[src/rtl/cla16_mpadd_seq_pkg.sv]
// Shared definitions for the multi-precision add/subtract sequencer:
// word width, FSM encodings and the whole-operand flag bundle.
package alu_pkg;

    localparam int WORD_W = 16;

    typedef logic [0:0] state_t;
    localparam state_t ST_FIRST = 1'b0;
    localparam state_t ST_MID   = 1'b1;

    typedef struct packed {
        logic cout;
        logic sign;
        logic zero;
        logic parity;
        logic ovf;
        logic err;
    } flags_t;

    function automatic logic word_parity(input logic [WORD_W-1:0] w);
        return ^w;
    endfunction

endpackage

[src/rtl/cla16_mpadd_seq_if.sv]
// Operand-in / result-out streaming bundle for the multi-precision sequencer.
interface cla16_mpadd_seq_if;
    import alu_pkg::*;

    logic              in_valid;
    logic              in_ready;
    logic [WORD_W-1:0] in_a;
    logic [WORD_W-1:0] in_b;
    logic              in_sub;
    logic              in_last;

    logic              out_valid;
    logic              out_ready;
    logic [WORD_W-1:0] out_sum;
    logic              out_last;
    logic              out_cout;
    logic              out_sign;
    logic              out_zero;
    logic              out_parity;
    logic              out_ovf;
    logic              out_err;

    modport master (
        output in_valid, in_a, in_b, in_sub, in_last, out_ready,
        input  in_ready, out_valid, out_sum, out_last, out_cout,
               out_sign, out_zero, out_parity, out_ovf, out_err
    );

    modport slave (
        input  in_valid, in_a, in_b, in_sub, in_last, out_ready,
        output in_ready, out_valid, out_sum, out_last, out_cout,
               out_sign, out_zero, out_parity, out_ovf, out_err
    );

endinterface

[src/rtl/cla16_mpadd_seq_cla16.sv]
// 16-bit carry-lookahead adder built from four 4-bit groups; purely combinational.
module cla16 (
    input  logic [15:0] i_a,
    input  logic [15:0] i_b,
    input  logic        i_cin,
    output logic [15:0] o_sum,
    output logic        o_cout,
    output logic        o_ovf
);

    logic [15:0] w_p;
    logic [15:0] w_g;
    logic [3:0]  w_gp;
    logic [3:0]  w_gg;
    logic [4:0]  w_cgrp;
    logic [16:0] w_cbit;

    assign w_p = i_a ^ i_b;
    assign w_g = i_a & i_b;

    // Group propagate/generate, then group carries and in-group bit carries
    always_comb begin
        w_gp   = 4'b0000;
        w_gg   = 4'b0000;
        w_cgrp = 5'b00000;
        w_cbit = 17'b0;
        w_cgrp[0] = i_cin;
        for (int k = 0; k < 4; k++) begin
            w_gp[k] = &w_p[4*k +: 4];
            w_gg[k] = w_g[4*k+3]
                    | (w_p[4*k+3] & w_g[4*k+2])
                    | (w_p[4*k+3] & w_p[4*k+2] & w_g[4*k+1])
                    | (w_p[4*k+3] & w_p[4*k+2] & w_p[4*k+1] & w_g[4*k]);
            w_cgrp[k+1] = w_gg[k] | (w_gp[k] & w_cgrp[k]);
        end
        for (int k = 0; k < 4; k++) begin
            w_cbit[4*k] = w_cgrp[k];
            for (int j = 0; j < 3; j++) begin
                w_cbit[4*k+j+1] = w_g[4*k+j] | (w_p[4*k+j] & w_cbit[4*k+j]);
            end
        end
        w_cbit[16] = w_cgrp[4];
    end

    assign o_sum  = w_p ^ w_cbit[15:0];
    assign o_cout = w_cbit[16];
    assign o_ovf  = w_cbit[16] ^ w_cbit[15];

endmodule

[src/rtl/cla16_mpadd_seq.sv]
// Multi-precision add/subtract sequencer: streams 16-bit words LS-first through
// cla16, chains the carry and reports whole-operand flags on the last word.
module cla16_mpadd_seq
    import alu_pkg::*;
#(
    parameter int MAX_WORDS = 8,
    parameter int CW        = $clog2(MAX_WORDS)
) (
    input  logic              clk,
    input  logic              rst_n,
    cla16_mpadd_seq_if.slave  bus
);

    localparam logic [CW-1:0] LAST_IDX = CW'(MAX_WORDS - 1);

    state_t            r_state;
    logic [CW-1:0]     r_cnt;
    logic              r_carry;
    logic              r_sub;
    logic              r_zero_acc;
    logic              r_par_acc;

    logic              r_out_valid;
    logic [WORD_W-1:0] r_out_sum;
    logic              r_out_last;
    flags_t            r_flags;

    logic              w_in_ready;
    logic              w_accept;
    logic              w_first;
    logic              w_sub;
    logic [WORD_W-1:0] w_y;
    logic              w_cin;
    logic [WORD_W-1:0] w_sum;
    logic              w_cout;
    logic              w_ovf;
    logic [CW-1:0]     w_idx;
    logic              w_term;
    logic              w_end;
    logic              w_zero;
    logic              w_par;
    flags_t            w_flags;

    assign w_in_ready = !r_out_valid || bus.out_ready;
    assign w_accept   = bus.in_valid && w_in_ready;
    assign w_first    = (r_state == ST_FIRST);

    // Operation and incoming carry are latched from the first word only
    assign w_sub = w_first ? bus.in_sub : r_sub;
    assign w_y   = w_sub ? ~bus.in_b : bus.in_b;
    assign w_cin = w_first ? bus.in_sub : r_carry;

    cla16 u_cla16 (
        .i_a    (bus.in_a),
        .i_b    (w_y),
        .i_cin  (w_cin),
        .o_sum  (w_sum),
        .o_cout (w_cout),
        .o_ovf  (w_ovf)
    );

    // w_idx is the position of the current word within its transaction
    assign w_idx  = w_first ? {CW{1'b0}} : r_cnt;
    assign w_term = (w_idx == LAST_IDX);
    assign w_end  = bus.in_last || w_term;
    assign w_zero = (w_first ? 1'b1 : r_zero_acc) & (w_sum == {WORD_W{1'b0}});
    assign w_par  = (w_first ? 1'b0 : r_par_acc) ^ word_parity(w_sum);

    // Flag fields are only meaningful on the closing word of a transaction
    always_comb begin
        w_flags = '0;
        if (w_end) begin
            w_flags.cout   = w_cout;
            w_flags.sign   = w_sum[WORD_W-1];
            w_flags.zero   = w_zero;
            w_flags.parity = w_par;
            w_flags.ovf    = w_ovf;
            w_flags.err    = w_term && !bus.in_last;
        end else begin
            w_flags = '0;
        end
    end

    // Transaction state: FSM, word counter, carry chain and sticky accumulators
    always_ff @(posedge clk or negedge rst_n) begin
        if (!rst_n) begin
            r_state    <= ST_FIRST;
            r_cnt      <= {CW{1'b0}};
            r_carry    <= 1'b0;
            r_sub      <= 1'b0;
            r_zero_acc <= 1'b1;
            r_par_acc  <= 1'b0;
        end else if (w_accept) begin
            r_state    <= w_end ? ST_FIRST : ST_MID;
            r_cnt      <= w_idx + CW'(1'b1);
            r_carry    <= w_cout;
            r_sub      <= w_sub;
            r_zero_acc <= w_zero;
            r_par_acc  <= w_par;
        end
    end

    // Single output stage; holds while the sink stalls
    always_ff @(posedge clk or negedge rst_n) begin
        if (!rst_n) begin
            r_out_valid <= 1'b0;
            r_out_sum   <= {WORD_W{1'b0}};
            r_out_last  <= 1'b0;
            r_flags     <= '0;
        end else if (w_accept) begin
            r_out_valid <= 1'b1;
            r_out_sum   <= w_sum;
            r_out_last  <= w_end;
            r_flags     <= w_flags;
        end else if (bus.out_ready) begin
            r_out_valid <= 1'b0;
        end
    end

    assign bus.in_ready   = w_in_ready;
    assign bus.out_valid  = r_out_valid;
    assign bus.out_sum    = r_out_sum;
    assign bus.out_last   = r_out_last;
    assign bus.out_cout   = r_flags.cout;
    assign bus.out_sign   = r_flags.sign;
    assign bus.out_zero   = r_flags.zero;
    assign bus.out_parity = r_flags.parity;
    assign bus.out_ovf    = r_flags.ovf;
    assign bus.out_err    = r_flags.err;

endmodule

[src/flat_wrapper.sv]
// flat-port wrapper written by rule: the top's interface ports become plain ports
module cla16_mpadd_seq_flat import alu_pkg::*;
#(
    parameter int MAX_WORDS = 8,
    parameter int CW        = $clog2(MAX_WORDS)
)
  (clk, rst_n, bus_in_valid, bus_in_a, bus_in_b, bus_in_sub, bus_in_last, bus_out_ready, bus_in_ready, bus_out_valid, bus_out_sum, bus_out_last, bus_out_cout, bus_out_sign, bus_out_zero, bus_out_parity, bus_out_ovf, bus_out_err);
  cla16_mpadd_seq_if bus_i ();
  input  logic clk;
  input  logic rst_n;
  input wire logic [$bits(bus_i.in_valid)-1:0] bus_in_valid;
  input wire logic [$bits(bus_i.in_a)-1:0] bus_in_a;
  input wire logic [$bits(bus_i.in_b)-1:0] bus_in_b;
  input wire logic [$bits(bus_i.in_sub)-1:0] bus_in_sub;
  input wire logic [$bits(bus_i.in_last)-1:0] bus_in_last;
  input wire logic [$bits(bus_i.out_ready)-1:0] bus_out_ready;
  output wire logic [$bits(bus_i.in_ready)-1:0] bus_in_ready;
  output wire logic [$bits(bus_i.out_valid)-1:0] bus_out_valid;
  output wire logic [$bits(bus_i.out_sum)-1:0] bus_out_sum;
  output wire logic [$bits(bus_i.out_last)-1:0] bus_out_last;
  output wire logic [$bits(bus_i.out_cout)-1:0] bus_out_cout;
  output wire logic [$bits(bus_i.out_sign)-1:0] bus_out_sign;
  output wire logic [$bits(bus_i.out_zero)-1:0] bus_out_zero;
  output wire logic [$bits(bus_i.out_parity)-1:0] bus_out_parity;
  output wire logic [$bits(bus_i.out_ovf)-1:0] bus_out_ovf;
  output wire logic [$bits(bus_i.out_err)-1:0] bus_out_err;
  assign bus_i.in_valid = bus_in_valid;
  assign bus_i.in_a = bus_in_a;
  assign bus_i.in_b = bus_in_b;
  assign bus_i.in_sub = bus_in_sub;
  assign bus_i.in_last = bus_in_last;
  assign bus_i.out_ready = bus_out_ready;
  assign bus_in_ready = bus_i.in_ready;
  assign bus_out_valid = bus_i.out_valid;
  assign bus_out_sum = bus_i.out_sum;
  assign bus_out_last = bus_i.out_last;
  assign bus_out_cout = bus_i.out_cout;
  assign bus_out_sign = bus_i.out_sign;
  assign bus_out_zero = bus_i.out_zero;
  assign bus_out_parity = bus_i.out_parity;
  assign bus_out_ovf = bus_i.out_ovf;
  assign bus_out_err = bus_i.out_err;
  cla16_mpadd_seq #(.MAX_WORDS(MAX_WORDS), .CW(CW)) u_core (.clk(clk), .rst_n(rst_n), .bus(bus_i));
endmodule
[config.mk]
export PLATFORM = sky130hd
export DESIGN_NAME = cla16_mpadd_seq_flat
export DESIGN_NICKNAME = d
export VERILOG_FILES = /design/src/rtl/cla16_mpadd_seq_pkg.sv /design/src/rtl/cla16_mpadd_seq_if.sv /design/src/rtl/cla16_mpadd_seq_cla16.sv /design/src/rtl/cla16_mpadd_seq.sv /design/src/flat_wrapper.sv
export SDC_FILE = /design/constraint.sdc
export NUM_CORES = 1
export LEC_CHECK = 0
export ABC_AREA = 1
export CORE_MARGIN = 4
export CORE_UTILIZATION = 38
export CTS_CLUSTER_SIZE = 16
export DETAILED_ROUTE_END_ITERATION = 6
export PLACE_DENSITY = 0.68
export SYNTH_ARGS = -nofsm -noshare
export SYNTH_HDL_FRONTEND = slang
export SYNTH_SLANG_ARGS = --single-unit
export TNS_END_PERCENT = 100
[constraint.sdc]
create_clock -name clk -period 4.06 [get_ports clk]
set_clock_uncertainty 0.05 [all_clocks]
set_input_delay 1.218 -clock clk [delete_from_list [all_inputs] [get_ports clk]]
set_output_delay 1.218 -clock clk [all_outputs]
set_load 0.02 [all_outputs]
Word level (Yosys, flattened, before mapping)
Index checks and enable logic that the tools add are counted.

Register bits after elaboration: 32. Output and inout port bits: 25. Word-level logic and storage cells: 111.

Bitwise operators: 71. Add/sub/neg operators: 1. Reductions and logical operators: 13. Multiplexer cells: 10. Equal/unequal tests: 1.

Operator list (count): $and A1 B1 Y1 (37); $xor A16 B16 Y16 (2); $or A1 B1 Y1 (28); $and A16 B16 Y16 (1); $logic_not A16 Y1 (1); $mux W16 (1); $not A16 Y16 (1); $reduce_and A4 Y1 (4); $reduce_xor A16 Y1 (1); $mux W1 (7); $mux W6 (1); $add A3 B1 Y3 const B (1); $eq A3 B3 Y1 const B (1); $mux W3 (1); $logic_and A1 B1 Y1 (2); $logic_not A1 Y1 (2); $logic_or A1 B1 Y1 (2); $reduce_bool A2 Y1 (1); $xor A1 B1 Y1 (2).

Logic depth before layout (Yosys ltp)
Gate-level depths: netlist of run 1.

Depth after elaboration: 22. Depth in mapped cells: 27.

Hierarchy
From an unflattened synthesis of run 1, not the netlist that was laid out.

Cell total of the unflattened synthesis: 301. Area total of the unflattened synthesis: 2492.4 sq um.

Modules (own cells, without submodules): cla16_mpadd_seq (area an instance 1742.9 sq um, times used 1, cells each 208); cla16 (area an instance 749.5 sq um, times used 1, cells each 93).

Worst setup path after synthesis of run 1
Ideal clock, no wire load.

Path kind: input to register. From: in bus_in_sub. To: reg u_core.r_flags, in the netlist u_core.bus.out_parity. Required time: 3945 ps. Arrival time: 5046 ps. Slack: -1101 ps. Stages on the path: 24. Cells stage by stage: nand2_1 -> nand2_1 -> buf_4 -> xor2_1 -> ha_1 -> nand2_2 -> nor3b_1 -> nor3_4 -> nand2_1 -> nand2_1 -> nand2_2 -> fa_1 -> inv_1 -> fa_1 -> fa_1 -> xnor2_1 -> inv_1 -> ha_1 -> xnor2_1 -> xnor2_1 -> xor2_1 -> xor2_1 -> nand2_1 -> nand2_1.

Word-level cells in the longest chain between the ends: 22. Elaborated cells between the ends (all ways): 66. Those cells by class: mux: 4; bitwise: 58; reduce/logical: 4.

RTL lines: start, declared (line flat_wrapper.sv:14) `input wire logic [$bits(bus_i.in_sub)-1:0] bus_in_sub;`; $mux W1 (line cla16_mpadd_seq.sv:49) `assign w_sub = w_first ? bus.in_sub : r_sub;`; $mux W16 (line cla16_mpadd_seq.sv:50) `assign w_y = w_sub ? ~bus.in_b : bus.in_b;`; $xor A16 B16 Y16 or $and A16 B16 Y16 (tied branches) (line cla16_mpadd_seq_cla16.sv:18, cla16_mpadd_seq_cla16.sv:19); $and A1 B1 Y1 (on tied branches) (line cla16_mpadd_seq_cla16.sv:31, cla16_mpadd_seq_cla16.sv:32, cla16_mpadd_seq_cla16.sv:33); $or A1 B1 Y1 (tied with other cells) (line cla16_mpadd_seq_cla16.sv:31) `| (w_p[4*k+3] & w_g[4*k+2])`; $or A1 B1 Y1 or $and A1 B1 Y1 (tied branches) (line cla16_mpadd_seq_cla16.sv:32, cla16_mpadd_seq_cla16.sv:33); $or A1 B1 Y1 (line cla16_mpadd_seq_cla16.sv:33) `| (w_p[4*k+3] & w_p[4*k+2] & w_p[4*k+1] & w_g[4*k]);`; $or A1 B1 Y1 (line cla16_mpadd_seq_cla16.sv:34) `w_cgrp[k+1] = w_gg[k] | (w_gp[k] & w_cgrp[k]);`; (+6 left out); $and A1 B1 Y1 (line cla16_mpadd_seq_cla16.sv:39) `w_cbit[4*k+j+1] = w_g[4*k+j] | (w_p[4*k+j] & w_cbit[4*k+j]);`; $or A1 B1 Y1 (line cla16_mpadd_seq_cla16.sv:39); $and A1 B1 Y1 (line cla16_mpadd_seq_cla16.sv:39); $or A1 B1 Y1 (line cla16_mpadd_seq_cla16.sv:39); $xor A16 B16 Y16 (*) (line cla16_mpadd_seq_cla16.sv:45) `assign o_sum = w_p ^ w_cbit[15:0];`; $reduce_xor A16 Y1 (*) (line cla16_mpadd_seq_pkg.sv:21) `return ^w;`; $xor A1 B1 Y1 (*) (line cla16_mpadd_seq.sv:67) `assign w_par = (w_first ? 1'b0 : r_par_acc) ^ word_parity(w_sum);`; $mux W6 (*) (line cla16_mpadd_seq.sv:72) `if (w_end) begin`; end signal, assigned (line cla16_mpadd_seq.sv:114) `r_flags <= w_flags;`; end, declared (line cla16_mpadd_seq.sv:26) `flags_t r_flags;`.

Every way passes the cells marked *; elsewhere a longest branch is shown, timed or not. A chain may end at the register's enable or synchronous reset.

Worst setup path after layout of run 1
From: in bus_in_sub. To: reg u_core.r_par_acc.

Word-level cells in the longest chain between the ends: 21. Elaborated cells between the ends (all ways): 65. Those cells by class: mux: 3; bitwise: 58; reduce/logical: 4.

RTL lines: $mux W1 (line cla16_mpadd_seq.sv:49); $mux W16 (line cla16_mpadd_seq.sv:50); $xor A16 B16 Y16 or $and A16 B16 Y16 (tied branches) (line cla16_mpadd_seq_cla16.sv:18, cla16_mpadd_seq_cla16.sv:19); $and A1 B1 Y1 (on tied branches) (line cla16_mpadd_seq_cla16.sv:31, cla16_mpadd_seq_cla16.sv:32, cla16_mpadd_seq_cla16.sv:33); $or A1 B1 Y1 (tied with other cells) (line cla16_mpadd_seq_cla16.sv:31); $or A1 B1 Y1 or $and A1 B1 Y1 (tied branches) (line cla16_mpadd_seq_cla16.sv:32, cla16_mpadd_seq_cla16.sv:33); $or A1 B1 Y1 (line cla16_mpadd_seq_cla16.sv:33); $or A1 B1 Y1 (line cla16_mpadd_seq_cla16.sv:34); (+5 left out); $or A1 B1 Y1 (line cla16_mpadd_seq_cla16.sv:39); $and A1 B1 Y1 (line cla16_mpadd_seq_cla16.sv:39); $or A1 B1 Y1 (line cla16_mpadd_seq_cla16.sv:39); $and A1 B1 Y1 (line cla16_mpadd_seq_cla16.sv:39); $or A1 B1 Y1 (line cla16_mpadd_seq_cla16.sv:39); $xor A16 B16 Y16 (*) (line cla16_mpadd_seq_cla16.sv:45); $reduce_xor A16 Y1 (*) (line cla16_mpadd_seq_pkg.sv:21); $xor A1 B1 Y1 (*) (line cla16_mpadd_seq.sv:67); end signal, assigned (line cla16_mpadd_seq.sv:99) `r_par_acc <= w_par;`; end, declared (line cla16_mpadd_seq.sv:21) `logic r_par_acc;`.

Marks and branches as above.

==> results.toml, run 1 <==
[critical_path]
r2r-start = "u_core.r_state"
end_kind = "register"
reg2reg_to = "u_core.r_par_acc"
worstPathArrival_ns = 4.86
critPathLaunchType = "input pin"
r2r_setup_slack_ns = -0.26
worst-path-max-fanout = 5
crit_type = "in2reg"
reg2reg_depth = 20
cp.required_ns = 4.23

[placement]
place_area_mm2 = 0.003379
hpwl_um = 4226
gp_congestion = 0.8586
port-buffer-count = 62

[synthesis]
syn_area_mm2 = 0.002364
syn-mean-instance-area_um2 = 8.885
synth_mux_area_share_pct = 0
synth_compound_area_share_pct = 6.882
synth_simple_gate_area_share_pct = 17.68
yosysWarningCount = 0
synthXorXnorAreaFrac_pct = 10.38
yosys.area_share.adder_pct = 23.93
synth_top_family_by_area = "adder cells"
yosysSeqAreaShare_pct = 33.93
synthCells = 266
synth_cell_types = 28
ys_seq_elements = 32
syn_nets = 342

[sta]
tightest_slew_ns = 0.5342
setup_slack_ns = -0.6331
setup-violations-final = 4
whs_ns = 0.4285
fmax_ghz = 0.2131
hold_viol = 0
slew_headroom_pct = 64.30
fin_crit_sh_pct = 115.6
drv_slew = 0
finalCriticalPeriod_ns = 4.693
rsz0062_at_grt = "yes"

[floorplanning]
start_util_pct = 39.45
die-area_mm2 = 0.007546
core_mm2 = 0.005991
die_w_um = 86.87
rows = 28
fp.dieH_um = 86.87
io_pins = 63

[detailed_routing]
viasPerCell = 4.566
drt-total-wl_um = 5571
wire_per_inst_um = 12.33
drc = 0
drt_first_pass_iters = 4
vias = 2064
drtAntennaViolNets = 0
drtIter0Drc = 50

[power_and_ir_drop]
vdd_drop_max_mv = 0.3640
power_mw = 2.704
power.switching_mw = 1.131
power.density_mw_per_mm2 = 738.9
p_clk_share_pct = 9.2
p_seq_share_pct = 18.9
static-leakage-power_nw = 1.809
switching_share_pct = 41.84
combinationalPowerShare_pct = 71.9
internal-power_mw = 1.573

[run]
drv_cap = 0

[final_layout]
drive_gt1_share_pct = 25.46
fin_area_mm2 = 0.003660
final_common_cell = "nand2_1"
layout_common_cells = "nand2_1 (63), clkdlybuf4s50_1 (55), buf_4 (46), inv_1 (31), dfrtp_1 (31)"
antenna_cells = 0
syn_to_final_growth_pct = 54.84
final_net_count = 452

[global_route]
antenna_found_initial = 0
gr-usage-all-layers_pct = 15.28
grt_pass1_vias = 2040
gr-usage-met2_pct = 26.78
top_usage_layer = "met2"
grt_use_met1_pct = 19.21
grt_max_degree = 34
grt_pass1_wl_um = 9018
grt_overflow = 0
met3_usage_pct = 2.460

[clock_network]
cts_inserted_buffers = 5
cts_root_buffer = "clkbuf_8"
ctsHoldBuffers = 0
clk_latency_ns = 0.28
cts.sinks = 32
htreeDepth = 2
cts_tree = "built"
clockBufferDepth = 2
clk_pin_slew_ns = 0.07

[min_path]
hp-class = "reg2reg"
hp-start = "u_core.bus.out_last"
holdPathEnd = "u_core.bus.out_last"
hold_depth = 2

[outcome]
violations = "setup timing"
run_status = "finished with violations"
logic make-up after synthesis:
family	Yosys count
xor gates and xnor gates	28
and+or+nand+nor	95
adders and majority gates	38
buffers and inverters	43
AOI/OAI and AO/OA	30
DFF	32
state kept, by name (all words and copies together), names as in the netlist:
signal / count
u_core.r_carry: 1
u_core.r_sub: 1
u_core.bus.out_valid: 1
u_core.bus.out_cout: 1
u_core.bus.out_parity: 1
u_core.r_zero_acc: 1
u_core.bus.out_ovf: 1
u_core.r_par_acc: 1
u_core.bus.out_zero: 1
u_core.bus.out_last: 1
u_core.bus.out_sign: 1
u_core.r_cnt: 3
u_core.bus.out_err: 1
u_core.bus.out_sum: 16
u_core.r_state: 1
final cells by class:
cell class | instances | area, µm²
sequential | 32 | 802.0
clock buffer | 8 | 90.09
multi-input combinational | 192 | 1572
fill | 540 | 2331
tap | 75 | 93.84
timing repair buffer | 108 | 963.4
inverter | 37 | 138.9
cells in the mapped netlist (all sizes together):
master / instances / share of area [%]
dfstp: 1 / 1.1
a21oi: 3 / 0.64
nor3: 1 / 0.69
o21ai: 22 / 4.7
a21o: 1 / 0.32
fa: 12 / 10
xnor2: 6 / 2.2
inv: 37 / 5.9
ha: 26 / 14
xor2: 22 / 8.2
nand2: 71 / 12
a31oi: 2 / 0.53
clkbuf: 3 / 0.48
nor3b: 1 / 0.32
buf: 3 / 0.85
dfrtp: 31 / 33
nor2: 13 / 2.5
nand3: 5 / 1.3
nand3b: 1 / 0.32
a41oi: 2 / 0.74
nand4: 3 / 0.79
routing by layer:
| metal | up-vias | wire, µm |
|---|---|---|
| met5 | - | 0 |
| met4 | 0 | 74 |
| met1 | 959 | 2425 |
| met2 | 44 | 2818 |
| li1 | 1055 | - |
| met3 | 6 | 252 |
power by group through the flow:
stage	sequential (mW)	combinational (mW)	clock, mW
finish	0.510	1.94	0.249
global route	0.525	2.16	0.267
CTS	0.512	1.86	0.257
detailed placement	0.516	1.73	0
global placement	0.516	1.68	0
floorplan	0.622	0.992	0
per-stage QoR:
step	util (%)	setup WS, ns	TNS [ns]	std cells
global placement	56.41	-1.425	-9.504	435
floorplan	-	-0.7493	-1.891	266
detailed placement	56.41	-1.490	-10.77	435
finish	61.09	-0.6331	-1.501	452
CTS	59.69	-0.6858	-1.754	451
global route	61.09	-0.8119	-2.114	452
worst max-delay path, cell delays in order:
cell and delay [ns]:
buf_8 0.11, nand2_8 0.08, nand2_4 0.10, buf_4 0.19
xor2_1 0.14, ha_1 0.34, a21oi_1 0.16, nand2_1 0.07
a41oi_1 0.20, nand2_2 0.09, fa_2 0.33, inv_2 0.06
fa_2 0.19, fa_2 0.47, ha_4 0.26, xnor2_2 0.13
xnor2_1 0.20, xor2_1 0.18, xor2_1 0.20, nand2_1 0.07
nand2_1 0.06
worst max-delay path by stage:
stage / slack (ns) / cells after the start / end / start
after global routing: -0.81 / 22 / u_core.r_par_acc / bus_in_b[4]
after floorplan: -0.75 / 26 / u_core.r_par_acc / bus_in_sub
final: -0.63 / 21 / u_core.r_par_acc / bus_in_sub
after detailed placement: -1.49 / 25 / u_core.r_par_acc / bus_in_sub
after CTS: -0.69 / 26 / u_core.r_par_acc / bus_in_sub
after global placement: -1.42 / 25 / u_core.r_par_acc / bus_in_sub
repair_timing:
action,in CTS,in global routing
buffers inserted,13,1
pin swaps,29,22
endpoints found under the setup margin,13,8
resized for setup,22,17
cloned,1,0
(Power assumes the default switching activity.)
==> run 2, diff against run 1 <==
==> constraint.sdc (replaced) <==
create_clock -name clk -period 4.06 [get_ports clk]
set_clock_uncertainty 0.05 [all_clocks]
set_input_delay 1.218 -clock clk [delete_from_list [all_inputs] [get_ports clk]]
set_output_delay 1.218 -clock clk [all_outputs]
set_load 0.05 [all_outputs]
==> run 2 against run 1 <==
  * The run still ends with setup timing left
  * Critical path depth increased by 5
  * Core utilization increased by 0.17 points
  * Sequential power about the same
  * Critical path type unchanged
  * Global-route usage increased by 0.087 points
==> results.toml, run 2 (synthesized netlist as in run 1, its figures left out) <==
[critical_path]
cp.depth = 26
cp_slowest_cell = "fa_2"
cpPeakStageDelay_ns = 0.39
cp_common_cell = "nand2_2"
r2r-start = "u_core.r_state"
crit_family = "adder cells"
critPathLaunch = "bus_in_sub"
reg2reg_depth = 25
reg2reg_to = "u_core.bus.out_parity"
worst-path-max-fanout = 5
r2r_setup_slack_ns = -0.27
crit_end = "u_core.bus.out_parity"
end_kind = "register"
critPathLaunchType = "input pin"
worstPathArrival_ns = 4.90
crit_type = "in2reg"
cp.required_ns = 4.24
crit_buf_inv = 3

[placement]
port-buffer-count = 62
pre_cts_ws_ns = -1.472
hpwl_um = 4276
dp.cells = 435
gp_congestion = 0.8473

[outcome]
run_status = "finished with violations"
violations = "setup timing"

[global_route]
grt_max_degree = 34
gr-usage-all-layers_pct = 15.37
grt_pass1_wl_um = 9108
grt_overflow = 0
antenna_found_initial = 0
grt_pass1_vias = 2030

[clock_network]
htreeDepth = 2
clk_latency_ns = 0.29
clockBufferDepth = 2
cts_root_buffer = "clkbuf_8"
ctsHoldBuffers = 0
clk_pin_slew_ns = 0.07
cts.sinks = 32
cts_inserted_buffers = 5
cts_tree = "built"

[floorplanning]
die-area_mm2 = 0.007546
fp.dieH_um = 86.87
die_w_um = 86.87
core_mm2 = 0.005991
rows = 28
io_pins = 63
start_util_pct = 39.45

[final_layout]
largest_reg_flops = 16
final_net_count = 452
layout_common_cells = "nand2_1 (60), clkdlybuf4s50_1 (54), buf_4 (46), inv_1 (31), dfrtp_1 (31)"
antenna_cells = 0
final_core_util_pct = 61.26
final_cells = 452
syn_to_final_growth_pct = 55.27
final_common_cell = "nand2_1"
drive_gt1_share_pct = 26.79

[run]
drv_cap = 0

[detailed_routing]
drt-met1-wl_um = 2434
vias = 2064
drc = 0
top_layer = "met4"
drtIter0Drc = 59
drt-total-wl_um = 5535
wl_met2_um = 2762
viasPerCell = 4.566
drt_first_pass_iters = 4
drtAntennaViolNets = 0
wire_per_inst_um = 12.25
route.met3.wl_um = 270

[sta]
fmax_ghz = 0.2118
setup-violations-final = 4
fin_crit_sh_pct = 116.3
finalCriticalPeriod_ns = 4.722
drv_slew = 0
setup_slack_ns = -0.6623
tightest_slew_ns = 0.7287
slew_headroom_pct = 51.27
hold_viol = 0
rsz0062_at_grt = "yes"

[power_and_ir_drop]
vdd_drop_max_mv = 0.5414
power.density_mw_per_mm2 = 796.7
static-leakage-power_nw = 1.817

[min_path]
hp-class = "reg2reg"
[run 2: per-layer routing]
metal	vias up	GRT usage [%]
li1	1055	-
met3	7	2.838
met5	-	0
met4	0	5.099
met1	952	19.82
met2	50	25.88
[run 2: what timing repair did]
| action | 4_1_cts | 5_1_grt |
|---|---|---|
| cloned | 1 | 0 |
| gates resized for setup | 22 | 21 |
| buffers inserted | 8 | 1 |
| pin swaps | 27 | 20 |
| setup endpoints to repair | 13 | 8 |
[run 2: worst min-delay path by stage]
| stage | start | end | cells past startpoint | slack [ns] |
|---|---|---|---|---|
| final | u_core.r_cnt[1] | u_core.r_cnt[1] | 2 | 0.43 |
| after global routing | u_core.r_zero_acc | u_core.r_zero_acc | 2 | 0.45 |
| after global placement | u_core.bus.out_err | u_core.bus.out_err | 2 | 0.41 |
| after CTS | u_core.r_zero_acc | u_core.r_zero_acc | 2 | 0.44 |
| after floorplan | u_core.r_cnt[1] | u_core.r_cnt[1] | 2 | 0.40 |
| after detailed placement | u_core.r_par_acc | u_core.r_par_acc | 2 | 0.42 |
[run 2: final cells by class]
type / count / area (µm²)
Clock buffer: 6 / 82.58
Clock inverter: 2 / 10.01
Fill cell: 511 / 2321
Inverter: 37 / 138.9
Multi-Input combinational cell: 192 / 1578
Sequential cell: 32 / 802.0
Tap cell: 75 / 93.84
Timing Repair Buffer: 108 / 964.7
[run 2: power by group]
group | total [mW] | internal [mW] | switching [mW]
combinational | 2.16 | 0.994 | 1.17
sequential | 0.510 | 0.441 | 0.0697
clock | 0.254 | 0.135 | 0.119
[run 2: through the flow]
step	area, µm²	power [mW]	setup TNS, ns	hold WS (ns)
5_1_grt	3670	3.203	-2.726	0.4498
6_report	3670	2.924	-1.694	0.4333
4_1_cts	3572	2.824	-1.708	0.4361
3_3_place_gp	3377	2.415	-9.441	0.4124
3_5_place_dp	3377	2.464	-10.38	0.4199
2_1_floorplan	2419	1.831	-1.892	0.3992
[run 2: tightest hold or removal path: stages (launching register included)]
cell and delay, ns:
dfrtp_1 0.35, nand2_1 0.05, nand2_1 0.05
